<file path="config.mk">
export PLATFORM = sky130hd
export DESIGN_NAME = fizzbuzz_formatter
export DESIGN_NICKNAME = d
export VERILOG_FILES = /design/src/rtl/fizzbuzz_pkg.sv /design/src/rtl/fizzbuzz_bin2bcd.sv /design/src/rtl/fizzbuzz_formatter.sv
export SDC_FILE = /design/constraint.sdc
export NUM_CORES = 1
export LEC_CHECK = 0
export CORE_UTILIZATION = 45
export CTS_CLUSTER_SIZE = 28
export DETAILED_ROUTE_END_ITERATION = 16
export PLACE_DENSITY = 0.66
export SETUP_SLACK_MARGIN = 0.02
export SKIP_CTS_REPAIR_TIMING = 1
export SLEW_MARGIN = 40
export SYNTH_ARGS = -nofsm -noshare
export SYNTH_HDL_FRONTEND = slang
export SYNTH_SLANG_ARGS = --single-unit
</file>
<file path="constraint.sdc">
create_clock -name i_clk -period 2.5 [get_ports i_clk]
set_clock_uncertainty 0.2 [all_clocks]
set_input_delay 0.5 -clock i_clk [delete_from_list [all_inputs] [get_ports i_clk]]
set_output_delay 0.5 -clock i_clk [all_outputs]
set_load 0.05 [all_outputs]
</file>
<file path="src/rtl/fizzbuzz_pkg.sv">
// -----------------------------------------------------------------------------
// fizzbuzz_pkg
//
// Shared definitions for the fizzbuzz output formatter:
//   fmt_state_t  - formatter FSM states (IDLE, CONV, WORD, DIGIT, EOL)
//   ASCII_*      - character codes used to build "Fizz", "Buzz", digits and EOL
//   num_digits() - decimal digit count of a non-negative value (minimum 1),
//                  used to size the BCD vector at elaboration time
//   word_char()  - character ROM for the two four-letter words
// -----------------------------------------------------------------------------
package fizzbuzz_pkg;

    typedef enum logic [2:0] {
        IDLE,
        CONV,
        WORD,
        DIGIT,
        EOL
    } fmt_state_t;

    localparam logic [7:0] ASCII_F  = 8'h46;
    localparam logic [7:0] ASCII_B  = 8'h42;
    localparam logic [7:0] ASCII_I  = 8'h69;
    localparam logic [7:0] ASCII_U  = 8'h75;
    localparam logic [7:0] ASCII_Z  = 8'h7A;
    localparam logic [7:0] ASCII_0  = 8'h30;
    localparam logic [7:0] ASCII_CR = 8'h0D;
    localparam logic [7:0] ASCII_LF = 8'h0A;

    // Decimal digit count of value; 0..9 all count as one digit.
    function automatic int num_digits(input int value);
        int v;
        int n;
        v = value;
        n = 1;
        for (int i = 0; i < 10; i++) begin
            if (v >= 10) begin
                v = v / 10;
                n = n + 1;
            end
        end
        return n;
    endfunction

    // Both words share the "zz" tail, so only the first two letters differ.
    function automatic logic [7:0] word_char(input logic buzz_half, input logic [1:0] pos);
        logic [7:0] c;
        case (pos)
            2'd0:    c = buzz_half ? ASCII_B : ASCII_F;
            2'd1:    c = buzz_half ? ASCII_U : ASCII_I;
            default: c = ASCII_Z;
        endcase
        return c;
    endfunction

endpackage

</file>
<file path="src/rtl/fizzbuzz_bin2bcd.sv">
// -----------------------------------------------------------------------------
// fizzbuzz_bin2bcd
//
// Sequential double-dabble binary-to-BCD converter. One bit is shifted in per
// cycle; the first shift happens on the start edge itself (the BCD register is
// still zero then, so no add-3 correction is needed), which lets the full
// NUM_W-bit conversion finish NUM_W cycles after start.
//
// Parameters:
//   NUM_W   - binary input width
//   DIGITS  - number of BCD digits produced
// Ports:
//   clk    in   1          clock
//   rst    in   1          synchronous active-high reset
//   start  in   1          load bin and begin a conversion
//   bin    in   NUM_W      binary value
//   done   out  1          one-cycle pulse: bcd holds the final result
//   bcd    out  4*DIGITS   BCD result, digit 0 in the low nibble
// -----------------------------------------------------------------------------
module fizzbuzz_bin2bcd
    import fizzbuzz_pkg::*;
#(
    parameter int NUM_W  = 5,
    parameter int DIGITS = 2
) (
    input  logic                  clk,
    input  logic                  rst,
    input  logic                  start,
    input  logic [NUM_W-1:0]      bin,
    output logic                  done,
    output logic [4*DIGITS-1:0]   bcd
);

    localparam int BCD_W = 4 * DIGITS;
    localparam int CNT_W = (NUM_W < 2) ? 1 : $clog2(NUM_W + 1);

    logic [BCD_W-1:0] bcd_adj;
    logic [NUM_W-1:0] shift_q;
    logic [CNT_W-1:0] count_q;
    logic             busy_q;

    // Add-3 correction: any digit of 5 or more would overflow past 9 when
    // doubled by the next shift, so it is pre-biased before shifting.
    always_comb begin
        bcd_adj = bcd;
        for (int d = 0; d < DIGITS; d++) begin
            if (bcd[d*4 +: 4] >= 4'd5) begin
                bcd_adj[d*4 +: 4] = bcd[d*4 +: 4] + 4'd3;
            end
        end
    end

    // Shift engine. count_q holds the number of shifts still to do; done is
    // raised together with the last shift so it lines up with the final bcd.
    always_ff @(posedge clk) begin
        if (rst) begin
            bcd     <= '0;
            shift_q <= '0;
            count_q <= '0;
            busy_q  <= 1'b0;
            done    <= 1'b0;
        end else begin
            done <= 1'b0;
            if (start) begin
                bcd     <= BCD_W'(bin[NUM_W-1]);
                shift_q <= bin << 1;
                count_q <= CNT_W'(NUM_W - 1);
                busy_q  <= (NUM_W > 1);
                done    <= (NUM_W == 1);
            end else if (busy_q) begin
                {bcd, shift_q} <= {bcd_adj, shift_q} << 1;
                count_q        <= count_q - 1'b1;
                if (count_q == CNT_W'(1)) begin
                    busy_q <= 1'b0;
                    done   <= 1'b1;
                end
            end
        end
    end

endmodule

</file>
<file path="src/rtl/fizzbuzz_formatter.sv">
// -----------------------------------------------------------------------------
// fizzbuzz_formatter
//
// Turns one {is_fizz, is_buzz, number} result per handshake into an ASCII
// line: "Fizz", "Buzz", "FizzBuzz" or the decimal number without leading
// zeros, followed by an end-of-line sequence. o_ready is meant to drive the
// generator's i_en, so only one result is ever in flight.
//
// Build option:
//   FIZZBUZZ_FORMATTER_CRLF_EN - when defined the line ends with 0x0D 0x0A,
//                                otherwise with 0x0A alone. o_last marks 0x0A.
//
// Parameters:
//   g_length  - generator count range (numbers are 0 .. g_length-1)
//   NUM_W     - number width, $clog2(g_length)
//   DIGITS    - decimal digits of g_length-1
// Ports:
//   i_clk      in   1       clock
//   i_rst      in   1       synchronous active-high reset
//   i_valid    in   1       upstream result valid
//   i_is_fizz  in   1       number divisible by 3
//   i_is_buzz  in   1       number divisible by 5
//   i_number   in   NUM_W   current number
//   o_ready    out  1       formatter can accept a result
//   o_data     out  8       ASCII byte
//   o_valid    out  1       o_data valid
//   i_ready    in   1       sink accepts byte
//   o_last     out  1       final byte of the line
// -----------------------------------------------------------------------------
module fizzbuzz_formatter
    import fizzbuzz_pkg::*;
#(
    parameter  int g_length = 20,
    localparam int NUM_W    = $clog2(g_length),
    localparam int DIGITS   = num_digits(g_length - 1)
) (
    input  logic             i_clk,
    input  logic             i_rst,
    input  logic             i_valid,
    input  logic             i_is_fizz,
    input  logic             i_is_buzz,
    input  logic [NUM_W-1:0] i_number,
    output logic             o_ready,
    output logic [7:0]       o_data,
    output logic             o_valid,
    input  logic             i_ready,
    output logic             o_last
);

    localparam int BCD_W = 4 * DIGITS;
    localparam int IDX_W = ($clog2(DIGITS) > 3) ? $clog2(DIGITS) : 3;
`ifdef FIZZBUZZ_FORMATTER_CRLF_EN
    localparam int EOL_LEN = 2;
`else
    localparam int EOL_LEN = 1;
`endif

    fmt_state_t       state, state_next;
    logic [IDX_W-1:0] idx, idx_next;
    logic             is_fizz_q, is_buzz_q;
    logic             ready_q;

    logic [7:0]       data_q;
    logic             valid_q;
    logic             last_q;

    logic             accept;
    logic             out_free;
    logic             load;
    logic [7:0]       load_data;
    logic             load_last;

    logic             bcd_start;
    logic             bcd_done;
    logic [BCD_W-1:0] bcd;
    logic [IDX_W-1:0] lead_idx;
    logic [3:0]       digit_sel;
    logic [7:0]       word_byte;
    logic [7:0]       eol_byte;
    logic [IDX_W-1:0] word_last;

    assign accept   = (state == IDLE) && ready_q && i_valid;
    assign out_free = !valid_q || i_ready;

    fizzbuzz_bin2bcd #(
        .NUM_W  (NUM_W),
        .DIGITS (DIGITS)
    ) u_bin2bcd (
        .clk   (i_clk),
        .rst   (i_rst),
        .start (bcd_start),
        .bin   (i_number),
        .done  (bcd_done),
        .bcd   (bcd)
    );

    // Most-significant nonzero digit is where printing starts; a value of
    // zero leaves the pointer at digit 0 so a single "0" is printed.
    always_comb begin
        lead_idx = '0;
        for (int d = 0; d < DIGITS; d++) begin
            if (bcd[d*4 +: 4] != 4'd0) begin
                lead_idx = IDX_W'(d);
            end
        end
    end

    // Digit currently pointed at by idx while in DIGIT.
    always_comb begin
        digit_sel = 4'd0;
        for (int d = 0; d < DIGITS; d++) begin
            if (idx == IDX_W'(d)) begin
                digit_sel = bcd[d*4 +: 4];
            end
        end
    end

    // Word ROM: for "FizzBuzz" the upper half of idx (bit 2) selects "Buzz";
    // a lone buzz flag uses "Buzz" from the first character.
    always_comb begin
        word_byte = word_char(is_buzz_q && (!is_fizz_q || idx[2]), idx[1:0]);
        word_last = (is_fizz_q && is_buzz_q) ? IDX_W'(7) : IDX_W'(3);
`ifdef FIZZBUZZ_FORMATTER_CRLF_EN
        eol_byte  = (idx == '0) ? ASCII_CR : ASCII_LF;
`else
        eol_byte  = ASCII_LF;
`endif
    end

    // Next-state logic. A byte is produced only when the output register is
    // empty or being emptied this cycle, so a stalled byte is never replaced.
    // EOL keeps the FSM busy until its final byte has actually left, which
    // keeps o_ready low until the line is fully delivered.
    always_comb begin
        state_next = state;
        idx_next   = idx;
        load       = 1'b0;
        load_data  = 8'h00;
        load_last  = 1'b0;
        bcd_start  = 1'b0;
        case (state)
            IDLE: begin
                if (accept) begin
                    idx_next = '0;
                    if (i_is_fizz || i_is_buzz) begin
                        state_next = WORD;
                    end else begin
                        state_next = CONV;
                        bcd_start  = 1'b1;
                    end
                end
            end
            CONV: begin
                if (bcd_done) begin
                    state_next = DIGIT;
                    idx_next   = lead_idx;
                end
            end
            WORD: begin
                if (out_free) begin
                    load      = 1'b1;
                    load_data = word_byte;
                    if (idx == word_last) begin
                        state_next = EOL;
                        idx_next   = '0;
                    end else begin
                        idx_next = idx + 1'b1;
                    end
                end
            end
            DIGIT: begin
                if (out_free) begin
                    load      = 1'b1;
                    load_data = ASCII_0 + {4'h0, digit_sel};
                    if (idx == '0) begin
                        state_next = EOL;
                    end else begin
                        idx_next = idx - 1'b1;
                    end
                end
            end
            EOL: begin
                if (idx < IDX_W'(EOL_LEN)) begin
                    if (out_free) begin
                        load      = 1'b1;
                        load_data = eol_byte;
                        load_last = (idx == IDX_W'(EOL_LEN - 1));
                        idx_next  = idx + 1'b1;
                    end
                end else if (valid_q && i_ready) begin
                    state_next = IDLE;
                end
            end
            default: begin
                state_next = IDLE;
            end
        endcase
    end

    // State register plus captured flags. o_ready is registered from the
    // next state so it is low throughout reset and rises one cycle after.
    always_ff @(posedge i_clk) begin
        if (i_rst) begin
            state     <= IDLE;
            idx       <= '0;
            is_fizz_q <= 1'b0;
            is_buzz_q <= 1'b0;
            ready_q   <= 1'b0;
        end else begin
            state   <= state_next;
            idx     <= idx_next;
            ready_q <= (state_next == IDLE);
            if (accept) begin
                is_fizz_q <= i_is_fizz;
                is_buzz_q <= i_is_buzz;
            end
        end
    end

    // Output register: loads a new byte, or empties once its byte transfers.
    // Data is left untouched after a transfer; only valid/last drop.
    always_ff @(posedge i_clk) begin
        if (i_rst) begin
            data_q  <= 8'h00;
            valid_q <= 1'b0;
            last_q  <= 1'b0;
        end else if (load) begin
            data_q  <= load_data;
            valid_q <= 1'b1;
            last_q  <= load_last;
        end else if (valid_q && i_ready) begin
            valid_q <= 1'b0;
            last_q  <= 1'b0;
        end
    end

    assign o_ready = ready_q;
    assign o_data  = data_q;
    assign o_valid = valid_q;
    assign o_last  = last_q;

endmodule

</file>
### After elaboration in Yosys (flattened, before gate mapping)

Cells that the tools add are included.

* bits in registers: 36
* word-level logic and storage cells: 117
* bits of input ports: 11
* output and inout bits: 11

* muxes and demuxes: 55
* add/subtract/negate cells: 6
* bitwise gates (word level): 1
* reductions and logical operators: 22
* magnitude comparators: 3
* equality and inequality tests: 15

Operators with widths (number)
* $mux 3: 21
* $pmux 3 s5: 2
* $pmux 8 s3: 1
* $mux 4: 5
* $mux 1: 18
* $mux 5: 3
* $ne 2x2->1 const B: 6
* $pmux 6 s2: 1
* $eq 3x1->1 const B: 3
* $logic_not 3->1: 3
* $ge 4x3->1 const B: 2
* $mux 8: 1
* $reduce_and 8->1: 1
* $add 6x4->7 const A: 1
* $mux 7: 1
* $eq 3x2->1 const B: 2
* $sub 3x1->3 const B: 2
* $logic_and 1x1->1: 5
* $reduce_bool 5->1: 1
* $add 4x2->4 const B: 1
* $reduce_bool 2->1: 2
* $reduce_bool 4->1: 1
* $reduce_or 2->1: 2
* $add 3x1->3 const B: 1
* 13 further kinds: 16

### Longest topological paths before layout

* depth in word-level cells: 7
* mapped depth: 7

### Modules after synthesis

Synthesis repeated with hierarchy kept, for this count alone.

* cell total of the unflattened synthesis: 265
* area, all modules: 2252.2 µm²

By module, submodules not included
* fizzbuzz_formatter: area each 1335.0 µm², cells an instance 157, sequential area each 360.3 µm², instances 1
* fizzbuzz_bin2bcd: area each 917.1 µm², cells an instance 108, sequential area each 340.3 µm², instances 1

### Least setup slack after synthesis

No wires, ideal clock.

* kind: reg-to-reg
* from: register valid_q (netlist: o_valid)
* to: register ready_q (netlist: o_ready)
* clock period less this slack: 1.999 ns
* setup slack: 0.501 ns
* data arrival time: 1.738 ns
* buffers on the path: 0
* stages on the path, launching flop included: 5
* library setup time: 0.061 ns
* data required time: 2.239 ns
* cell sequence: dfxtp_1 or2b_2 and3_1 a2111oi_4 and4bb_1

* word-level cells in the longest chain between the ends: 5
* elaborated cells between the ends (all ways): 9
* classes of those cells: 5 x mux; 4 x reduce/logical

Ends and longest elaborated chain
* start, declared: line fizzbuzz_formatter.sv:64 `logic valid_q;`
* start signal, assigned: line fizzbuzz_formatter.sv:225 `valid_q <= 1'b0;`
* start signal, assigned: line fizzbuzz_formatter.sv:229 `valid_q <= 1'b1;`
* start signal, assigned: line fizzbuzz_formatter.sv:232 `valid_q <= 1'b0;`
* $logic_and 1x1->1 or $logic_not 1->1 (tied branches): line fizzbuzz_formatter.sv:190, fizzbuzz_formatter.sv:83
* $mux 3 or $logic_or 1x1->1 (tied branches): line fizzbuzz_formatter.sv:190, fizzbuzz_formatter.sv:83
* $mux 3, on equally long branches: line fizzbuzz_formatter.sv:183, fizzbuzz_formatter.sv:160, fizzbuzz_formatter.sv:172
* $pmux 3 s5 *: line fizzbuzz_formatter.sv:141 `case (state)`
* $logic_not 3->1 *: line fizzbuzz_formatter.sv:212 `ready_q <= (state_next == IDLE);`
* end signal, assigned: line fizzbuzz_formatter.sv:212
* end, declared: line fizzbuzz_formatter.sv:61 `logic ready_q;`

Every way passes the cells marked *; elsewhere a longest branch is shown, timed or not.
A chain may end at the register's enable or synchronous reset.

### Final worst setup path

* from: register valid_q (netlist: o_valid)
* to: output port o_valid

RTL lines
* end, declared: line fizzbuzz_formatter.sv:45 `output logic o_valid,`

No word-level cell between the ends.

==> results.cfg <==
[critical_path]
worstReg2RegStart = idx[1]$_SDFFE_PP0P_
timing.critical_path.fanout_max = 5
cp-start-kind = flop
setup.worst_path.end_class = primary output
cp.arrival_ps = 1490
worst-endpoint-required_ps = 1800
slowest_delay_ps = 820
critical-path-slowest-cell = sky130_fd_sc_hd__clkdlybuf4s50_1
cp.buffers_inverters = 1
timing.critical_path.cells = clkdlybuf4s50_1
cpLargestDelayFamily = buffers and inverters
crit_type = reg2out
worst_setup_sp = o_valid$_SDFFE_PP0P_

[global_routing]
grt_antenna_before_repair = 0
via_count_of_the_first_global_routing_pass = 1608
maximum_number_of_pins_on_one_net_before_global_route_repair = 20
grt_overflow = 0
grt_pass1_wl_um = 7480
grt_overall_usage = 0.194

[logic_synthesis]
synthesis.area_mm2 = 0.00207
synth_most_common_cell = sky130_fd_sc_hd__dfxtp_1
yosysWarnings = 0
postSynth.asyncResetShare = 0
synthFlopType = sky130_fd_sc_hd__dfxtp_1
synth_top_area_cell = sky130_fd_sc_hd__dfxtp_1
synthTopCellsByCount = sky130_fd_sc_hd__dfxtp_1 (35), sky130_fd_sc_hd__nor2_1 (30), sky130_fd_sc_hd__a21oi_1 (21)
synth.lib_cells_used.distinct = 53
proportion_of_synthesized_chip_area_in_sequential_cells = 0.338
synth_enable_flop_cells = 0
netlist_top_cells_area = sky130_fd_sc_hd__dfxtp_1 (34%), sky130_fd_sc_hd__mux2i_1 (7.2%), sky130_fd_sc_hd__ha_1 (6.6%)
synthDominantCellAreaShare = 0.338
synth_nets = 263
ys_seq_elements = 35
post_synth_inst_count = 241
syn_area_per_cell_um2 = 8.60

[clock_network]
cts.sink_count = 35
cts_tree = yes
ctsHtreeMaxLevel = 2
tritoncts.num_buffers = 5
cts.reportedPaths.clkPinSlew_ps = 80
clk_path_buf_depth = 2
root_buffer = sky130_fd_sc_hd__clkbuf_8
clk-insertion-delay-late_ps = 290

[place]
gpl.final_weighted_congestion = 0.937
place_hpwl_um = 3160
io_buffers = 20
detailed_place.area_mm2 = 0.00231
pre_cts_slack_ps = 127

[run]
max_cap_viol_count = 0

[floorplan]
die_w_um = 69.9
fp.coreArea_mm2 = 0.00438
die_area_mm2 = 0.00488
num_rows = 24
dieHeight_um = 69.9
top_level_ports = 22
start_util = 0.473

[routing]
finalWirelength_um = 4320
drc_errors = 0
drt-pass1-iter-count = 4
final_antenna_net_count = 0
dr.first_iter.drc_count = 121
detail_route.wl_per_cell_um = 13.7
routed-via-count = 1731
vias_per_cell = 5.50

[pwr]
irDropWorstVdd_mv = 0.343
p_switching_uw = 427
power_switching_share = 0.321
p_clk_frac = 0.310
internal_power_uw = 906
powerDensity_mw_per_mm2 = 557
power.share.combinational = 0.223
share_seq_of_total_power = 0.467
power_leakage_uw = 0.000889

[timing]
timing.final.setup_violations = 0
worst-slew-pin-transition_ps = 577
report.final.hold_viol_count = 0
finalCritPeriodShare = 0.877
post-route-min-period_ps = 2190
timing.max_slew.rel_slack = 0.615
fmax_ghz = 0.456
finalWorstSetupSlack_ps = 307
rsz0062_at_grt = false
worst_hold_slack_ps = 254
slew_violations = 0
fin_tns_setup_ps = 0

[cells_and_area]
final_core_util = 0.546
nets = 284
antenna_cells = 0
layout_area_overhead_pct = 15.5
layout-drive-gt1-share = 0.118
finalInstanceArea_mm2 = 0.00239

[min_path]
timing.hold.worst.class = reg2reg
hold_path_startpoint = o_data[2]$_SDFFE_PP0P_

[outcome]
run_status = completed
-- flip-flops by register name (all words and copies together), names as in the netlist --
register,count
u_bin2bcd.bcd,8
o_data,7
u_bin2bcd.shift_q,4
idx,3
state,3
u_bin2bcd.count_q,3
is_buzz_q,1
is_fizz_q,1
o_last,1
o_ready,1
o_valid,1
u_bin2bcd.busy_q,1
u_bin2bcd.done,1
-- path summary, 6_finish.rpt --
check | endpoint | cells past startpoint | slack (ps)
setup reg to reg | idx[2]$_SDFFE_PP0P_ | 6 | 340
hold / removal | o_data[2]$_SDFFE_PP0P_ | 2 | 250
hold reg to reg | o_data[2]$_SDFFE_PP0P_ | 2 | 250
setup / recovery | o_valid | 1 | 310
-- layer usage --
layer	share of wire	wire length [um]	up-vias	track usage
li1	-	-	883	-
met1	0.48	2070	795	0.269
met2	0.46	1970	51	0.292
met3	0.057	248	2	0.0491
met4	0.0065	28	0	0.0689
met5	0	0	-	0
-- power by group through the flow --
stage	Sequential [uW]	Combinational (uW)	Clock [uW]
after floorplan	673	178	0
after global placement	636	296	0
after detailed placement	636	296	0
after CTS	623	297	425
after global routing	627	324	451
final	623	297	413
-- final cells by class --
class | count | area, um2
clock inverter | 3 | 20.0
inverter | 10 | 37.5
sequential | 35 | 701
clock buffer | 5 | 68.8
fill | 407 | 1990
timing repair buffer | 29 | 268
multi-input combinational | 181 | 1230
tap | 52 | 65.1
-- kinds of logic (layout without fill, tap and decap cells) --
family,Yosys count,in the layout,synth area share
AND/OR/NAND/NOR,91,91,0.233
AO/OA/AOI/OAI,58,58,0.201
flip-flops,35,35,0.338
buffers and inverters,25,47,0.0664
multiplexers,15,15,0.0724
adder cells (fa/ha/maj),11,11,0.0664
XOR/XNOR,5,5,0.0211
other,1,1,0.00181
-- through the flow --
step | instances | power (uW)
finish | 315 | 1330
global route | 315 | 1400
CTS | 315 | 1340
detailed placement | 307 | 932
global placement | 307 | 931
floorplan | 241 | 851
-- cell usage in the layout (no fill, tap or decap), types with 2 or more instances in the layout --
cell	instances
sky130_fd_sc_hd__o31ai_1	3
sky130_fd_sc_hd__o21ai_0	8
sky130_fd_sc_hd__nand3b_1	3
sky130_fd_sc_hd__clkdlybuf4s50_1	20
sky130_fd_sc_hd__nor2b_1	6
sky130_fd_sc_hd__nor4b_1	3
sky130_fd_sc_hd__a22oi_1	2
sky130_fd_sc_hd__nand2_1	19
sky130_fd_sc_hd__o22ai_1	3
sky130_fd_sc_hd__dfxtp_1	35
sky130_fd_sc_hd__a21oi_1	21
sky130_fd_sc_hd__a211oi_1	4
sky130_fd_sc_hd__a222oi_1	2
sky130_fd_sc_hd__nor3_1	5
sky130_fd_sc_hd__clkinvlp_4	2
sky130_fd_sc_hd__a211oi_2	4
sky130_fd_sc_hd__and3_1	3
sky130_fd_sc_hd__mux2i_1	15
sky130_fd_sc_hd__clkbuf_8	5
sky130_fd_sc_hd__nand3_1	3
sky130_fd_sc_hd__xor2_1	2
sky130_fd_sc_hd__nand2b_1	7
sky130_fd_sc_hd__buf_4	9
sky130_fd_sc_hd__inv_1	9
sky130_fd_sc_hd__xnor2_1	3
sky130_fd_sc_hd__ha_1	11
sky130_fd_sc_hd__nor2_1	30
Power figures use the tool's default switching activity.
